===== config.mk =====
export PLATFORM = sky130hd
export DESIGN_NAME = crc16_pkt_arbiter
export DESIGN_NICKNAME = d
export VERILOG_FILES = /design/src/rtl/usb_pkg.sv /design/src/rtl/crc16_rr_arb2.sv /design/src/rtl/crc16_pkt_arbiter.sv
export SDC_FILE = /design/constraint.sdc
export NUM_CORES = 1
export LEC_CHECK = 0
export ABC_AREA = 1
export CAP_MARGIN = 40
export CORE_AREA = 2 2 160 162
export DETAILED_ROUTE_END_ITERATION = 6
export DIE_AREA = 0 0 162 164
export GPL_ROUTABILITY_DRIVEN = 0
export SLEW_MARGIN = 40
export SYNTH_ARGS = -nofsm -noshare
export SYNTH_HDL_FRONTEND = slang
export SYNTH_HIERARCHICAL = 1
export SYNTH_SLANG_ARGS = --single-unit
export TNS_END_PERCENT = 30

===== constraint.sdc =====
create_clock -name clock -period 2.92 [get_ports clock]
set_clock_uncertainty 0.05 [all_clocks]
set_input_delay 0.73 -clock clock [delete_from_list [all_inputs] [get_ports clock]]
set_output_delay 0.73 -clock clock [all_outputs]
set_load 0.02 [all_outputs]

===== src/rtl/usb_pkg.sv =====
// Shared types and defaults for the CRC16 packet arbiter: FSM state encoding,
// packet/length widths and the legal-length window check.
package usb_pkg;

  localparam int unsigned PKT_W       = 100;
  localparam int unsigned LEN_W       = 32;
  localparam int unsigned MIN_LEN_DEF = 9;
  localparam int unsigned MAX_LEN_DEF = 100;

  typedef enum logic [1:0] {
    ST_IDLE = 2'd0,
    ST_LOAD = 2'd1,
    ST_SEND = 2'd2,
    ST_GAP  = 2'd3
  } arb_state_t;

  // Unsigned 32-bit window test; a length of 0 or all-ones is simply out of range.
  function automatic logic len_legal(input logic [LEN_W-1:0] len,
                                     input logic [LEN_W-1:0] lo,
                                     input logic [LEN_W-1:0] hi);
    return (len >= lo) && (len <= hi);
  endfunction

endpackage


===== src/rtl/crc16_rr_arb2.sv =====
// Two-way round-robin grant logic. The pointer names the preferred requester
// and flips away from whoever was granted whenever a grant is taken.
module crc16_rr_arb2 (
  input  logic       clock,
  input  logic       reset,
  input  logic [1:0] req,
  input  logic       take,
  output logic [1:0] gnt,
  output logic       gnt_idx
);

  logic rr_ptr_reg;

  always_comb begin
    gnt_idx = 1'b0;
    case (req)
      2'b01:   gnt_idx = 1'b0;
      2'b10:   gnt_idx = 1'b1;
      2'b11:   gnt_idx = rr_ptr_reg;
      default: gnt_idx = 1'b0;
    endcase
  end

  always_comb begin
    gnt = 2'b00;
    if (req != 2'b00) begin
      gnt = gnt_idx ? 2'b10 : 2'b01;
    end
  end

  always_ff @(posedge clock) begin
    if (reset) begin
      rr_ptr_reg <= 1'b0;
    end else if (take && (req != 2'b00)) begin
      rr_ptr_reg <= ~gnt_idx;
    end
  end

endmodule


===== src/rtl/crc16_pkt_arbiter.sv =====
// Arbitrates two packet requesters onto one external CRC16 calculator: latches
// the winner's packet, starts the calculator, and waits for crc_done or a timeout.
module crc16_pkt_arbiter
  import usb_pkg::*;
#(
  parameter int unsigned TIMEOUT_CYCLES = 1024,
  parameter int unsigned MIN_LEN        = MIN_LEN_DEF,
  parameter int unsigned MAX_LEN        = MAX_LEN_DEF
) (
  input  logic             clock,
  input  logic             reset,
  input  logic [1:0]       req,
  input  logic [PKT_W-1:0] req_pkt0,
  input  logic [PKT_W-1:0] req_pkt1,
  input  logic [LEN_W-1:0] req_len0,
  input  logic [LEN_W-1:0] req_len1,
  input  logic             crc_done,
  output logic [1:0]       gnt,
  output logic [PKT_W-1:0] pkt_out,
  output logic [LEN_W-1:0] len_out,
  output logic             pkt_ready,
  output logic [1:0]       done,
  output logic [1:0]       err,
  output logic             busy,
  output logic             owner
);

  localparam int unsigned     TW      = $clog2(TIMEOUT_CYCLES) + 1;
  localparam logic [LEN_W-1:0] MIN_L  = LEN_W'(MIN_LEN);
  localparam logic [LEN_W-1:0] MAX_L  = LEN_W'(MAX_LEN);
  localparam logic [TW-1:0]   TO_LAST = TW'(TIMEOUT_CYCLES - 1);

  arb_state_t       state_reg, state_next;
  logic [PKT_W-1:0] pkt_reg;
  logic [LEN_W-1:0] len_reg;
  logic             owner_reg;
  logic [TW-1:0]    timer_reg;

  logic [1:0]       arb_gnt;
  logic             arb_idx;
  logic [1:0]       len_ok;
  logic [PKT_W-1:0] pkt_in [2];
  logic [LEN_W-1:0] len_in [2];
  logic             in_idle;
  logic             grant_legal;
  logic             timeout_hit;
  logic [1:0]       owner_hot;

  assign pkt_in[0] = req_pkt0;
  assign pkt_in[1] = req_pkt1;
  assign len_in[0] = req_len0;
  assign len_in[1] = req_len1;

  generate
    for (genvar gi = 0; gi < 2; gi++) begin : g_len_chk
      assign len_ok[gi] = len_legal(len_in[gi], MIN_L, MAX_L);
    end
  endgenerate

  assign in_idle     = (state_reg == ST_IDLE);
  assign grant_legal = len_ok[arb_idx];
  assign timeout_hit = (timer_reg == TO_LAST);
  assign owner_hot   = owner_reg ? 2'b10 : 2'b01;

  crc16_rr_arb2 u_arb (
    .clock   (clock),
    .reset   (reset),
    .req     (req),
    .take    (in_idle),
    .gnt     (arb_gnt),
    .gnt_idx (arb_idx)
  );

  always_ff @(posedge clock) begin
    if (reset) begin
      state_reg <= ST_IDLE;
    end else begin
      state_reg <= state_next;
    end
  end

  always_comb begin
    state_next = state_reg;
    case (state_reg)
      ST_IDLE: if (req != 2'b00) state_next = grant_legal ? ST_LOAD : ST_GAP;
      ST_LOAD: state_next = ST_SEND;
      ST_SEND: if (crc_done || timeout_hit) state_next = ST_GAP;
      ST_GAP:  state_next = ST_IDLE;
      default: state_next = ST_IDLE;
    endcase
  end

  // Packet, length and owner are captured on every grant, including rejected ones.
  always_ff @(posedge clock) begin
    if (reset) begin
      pkt_reg   <= '0;
      len_reg   <= '0;
      owner_reg <= 1'b0;
      timer_reg <= '0;
    end else begin
      if (in_idle && (req != 2'b00)) begin
        pkt_reg   <= pkt_in[arb_idx];
        len_reg   <= len_in[arb_idx];
        owner_reg <= arb_idx;
      end
      if (state_reg == ST_LOAD) begin
        timer_reg <= '0;
      end else if ((state_reg == ST_SEND) && (timer_reg != '1)) begin
        timer_reg <= timer_reg + 1'b1;
      end
    end
  end

  // Pulses are suppressed while reset is held so an aborted packet reports nothing.
  always_comb begin
    gnt       = 2'b00;
    err       = 2'b00;
    done      = 2'b00;
    pkt_ready = 1'b0;
    busy      = 1'b0;
    if (!reset) begin
      busy = !in_idle;
      case (state_reg)
        ST_IDLE: begin
          gnt = arb_gnt;
          if ((req != 2'b00) && !grant_legal) err = arb_gnt;
        end
        ST_LOAD: pkt_ready = 1'b1;
        ST_SEND: begin
          if (crc_done)         done = owner_hot;
          else if (timeout_hit) err  = owner_hot;
        end
        default: ;
      endcase
    end
  end

  assign pkt_out = pkt_reg;
  assign len_out = len_reg;
  assign owner   = owner_reg;

endmodule


==> flow_summary.toml <==
[run_status]
status = "complete, no violations"

[floorplanning]
die_y_um = 164
dieArea_mm2 = 0.0266
core-area_mm2 = 0.0248
die_x_um = 162
std_cell_rows = 58
initial_core_util = 0.293
io_pins = 410

[logic_synthesis]
post_synth.cell_area_avg_um2 = 6.76
synth_area_mm2 = 0.00727
yosysUniqueCellTypes = 36
yosys.area.top_type = "dfxtp_1"
ys_ff_latch = 147
synth_cells = 1075
syn_nets = 1348
synth.area.top_cells = "dfxtp_1, a21oi_1, nor2_1"
synth_top_cell_area_share = 0.405
yosys_warnings = 6
seq_area_frac_synth = 0.405

[cts]
htreeDepth = 4
cts.clk_slew.worst_paths_ps = 60
clockRootBuffer = "clkbuf_16"
cts_tree = "done"
numClockSinks = 147
numCtsBuffers = 17
clock_latency_ps = 410
ctsLongestPathBuffers = 2

[finish]
area_delta_synth_final_pct = 74.0
layout_common_cells = "clkdlybuf4s50_1, a21oi_1, nor2_1, inv_1, dfxtp_1"
design_area_mm2 = 0.0126
layout_commonest_cell = "clkdlybuf4s50_1"
largest_reg_flops = 100
fin_nets = 1751
drive_above_1_share = 0.0886
nFillCells = 2481

[power_and_ir_drop]
irDropWorstVdd_mv = 0.392
power_leakage_nw = 5.69
p_per_area_mw_per_mm2 = 820

[setup_path]
crit_arrival_ps = 2060
rr_worst_depth = 9
cp.required_ps = 2140
worstPathMaxFanout = 3
cp_slowest_cell = "clkdlybuf4s50_1"
critical-path-top-delay-family = "simple AND/OR/NAND/NOR gates"
worstSetupPathType = "in -> out"
crit_chain = "clkdlybuf4s50_1 -> nor2_1 -> nand3_1 -> nor2_1 -> nand2_1 -> nor2_2 -> nand2_4 -> nand4_1 -> a21oi_2 -> buf_6"
crit_top_cell = "nor2_1"
crit_cells = 10
cp-end-kind = "output port"
crit_path_start_kind = "primary input"
slowest_delay_ps = 410
critPathBufInv = 2

[job]
maxCapViolCount = 0

[drt]
vias = 8210
ant_nets = 0
first_iter_violations = 348
drc = 0
routedWlPerCell_um = 14.6
dr.pass1.iters = 4
postRouteWirelength_mm = 26.5
via_per_inst = 4.51

[timing]
hold_violations = 0
slew_headroom = 0.473
rsz0062_at_grt = "true"
setup_ws_ps = 82.2
min_period_over_period = 0.972
clock.fmax_mhz = 352
fin_crit_ps = 2840
worst_slew_pin_slew_ps = 791
tns_ps = 0
drv_slew = 0
setup_viol = 0

[place]
placed_area_mm2 = 0.0118
post-place-ws_ps = -601
dpl.hpwl_mm = 19.8
port_buffers = 409

[global_routing]
first_global_vias = 7816
antenna_found_initial = 1
grt_pass1_wl_mm = 40.3
grt_max_degree = 111
globalRouteTotalUtil = 0.192
grt_overflow_total = 0

[worst_hold_path]
min_path_cells = 2
hold_path.class = "reg -> reg"
-- worst reg2reg max path, stage by stage (launching register included) --
cell and delay, ps:
dfxtp_1 360, inv_2 80, a21boi_4 170, buf_4 120, buf_4 340, buf_6 590
nor2_1 240, a21oi_1 150, buf_4 140, a21oi_1 60
-- logic make-up after synthesis --
family,share of synthesized area
AND/OR/NAND/NOR,0.149
flip-flops,0.405
XOR/XNOR,0.00362
buffers and inverters,0.138
adder cells (fa/ha/maj),0.00688
AO/OA/AOI/OAI,0.297
-- per-stage QoR --
| stage | utilization | power (mW) | cells | hold WS (ps) |
|---|---|---|---|---|
| 6_report | 0.510 | 10.4 | 1821 | 446 |
| 5_1_grt | 0.510 | 11.0 | 1821 | 470 |
| 4_1_cts | 0.502 | 10.5 | 1817 | 446 |
| 3_5_place_dp | 0.477 | 8.05 | 1785 | 435 |
| 3_3_place_gp | 0.477 | 8.02 | 1785 | 434 |
| 2_1_floorplan | - | 5.73 | 1075 | 410 |
-- synthesized netlist by cell type (all sizes together) --
master  count
nor3        6
xor2        2
nand4       4
xnor2       1
o21bai      1
buf        43
clkbuf     31
or2         1
o31ai       1
nand3      12
dfxtp     147
a21boi      3
nand2      59
o21ai     140
ha          4
nor2      179
a21oi     278
inv       160
and2        1
nor4        2
-- worst paths after layout --
check                           startpoint                        end  slack [ps]
min              timer_reg[9]$_SDFFE_PP0P_  timer_reg[9]$_SDFFE_PP0P_         450
max reg2reg  u_arb/rr_ptr_reg$_SDFFE_PP0P_   pkt_out[87]$_SDFFE_PP0P_         530
max                           req_len0[15]                     err[0]          80
min reg2reg      timer_reg[9]$_SDFFE_PP0P_  timer_reg[9]$_SDFFE_PP0P_         450
-- final cells by class --
class,count,area [µm²],area share
sequential,147,2940,0.233
timing repair buffer,458,4650,0.368
antenna,1,2.50,0.000198
clock buffer,18,429,0.0339
multi-input combinational,694,3400,0.269
tap,330,413,0.0326
clock inverter,13,200,0.0158
inverter,160,609,0.0482
-- per-layer routing --
metal	vias up	part of all wire	global-route usage	wire, µm
met1	3595	0.41	0.216	10700
met5	-	0	0	0
li1	4317	-	-	-
met3	29	0.085	0.0732	2260
met4	0	0.018	0.0491	476
met2	269	0.49	0.342	13000
-- timing repair --
action,in CTS,in global routing
hold buffers,0,0
buffers inserted,1,3
pin swaps,5,35
gates resized for setup,27,65
setup endpoints to repair,7,3
-- power breakdown --
part | total [mW] | internal (mW) | leakage, nW | switching (mW)
clock network | 2.38 | 1.45 | 0.304 | 0.935
registers | 3.06 | 2.73 | 1.22 | 0.338
logic | 4.93 | 2.21 | 4.17 | 2.72
total | 10.4 | 6.38 | 5.69 | 3.99
(Power assumes the default switching activity.)
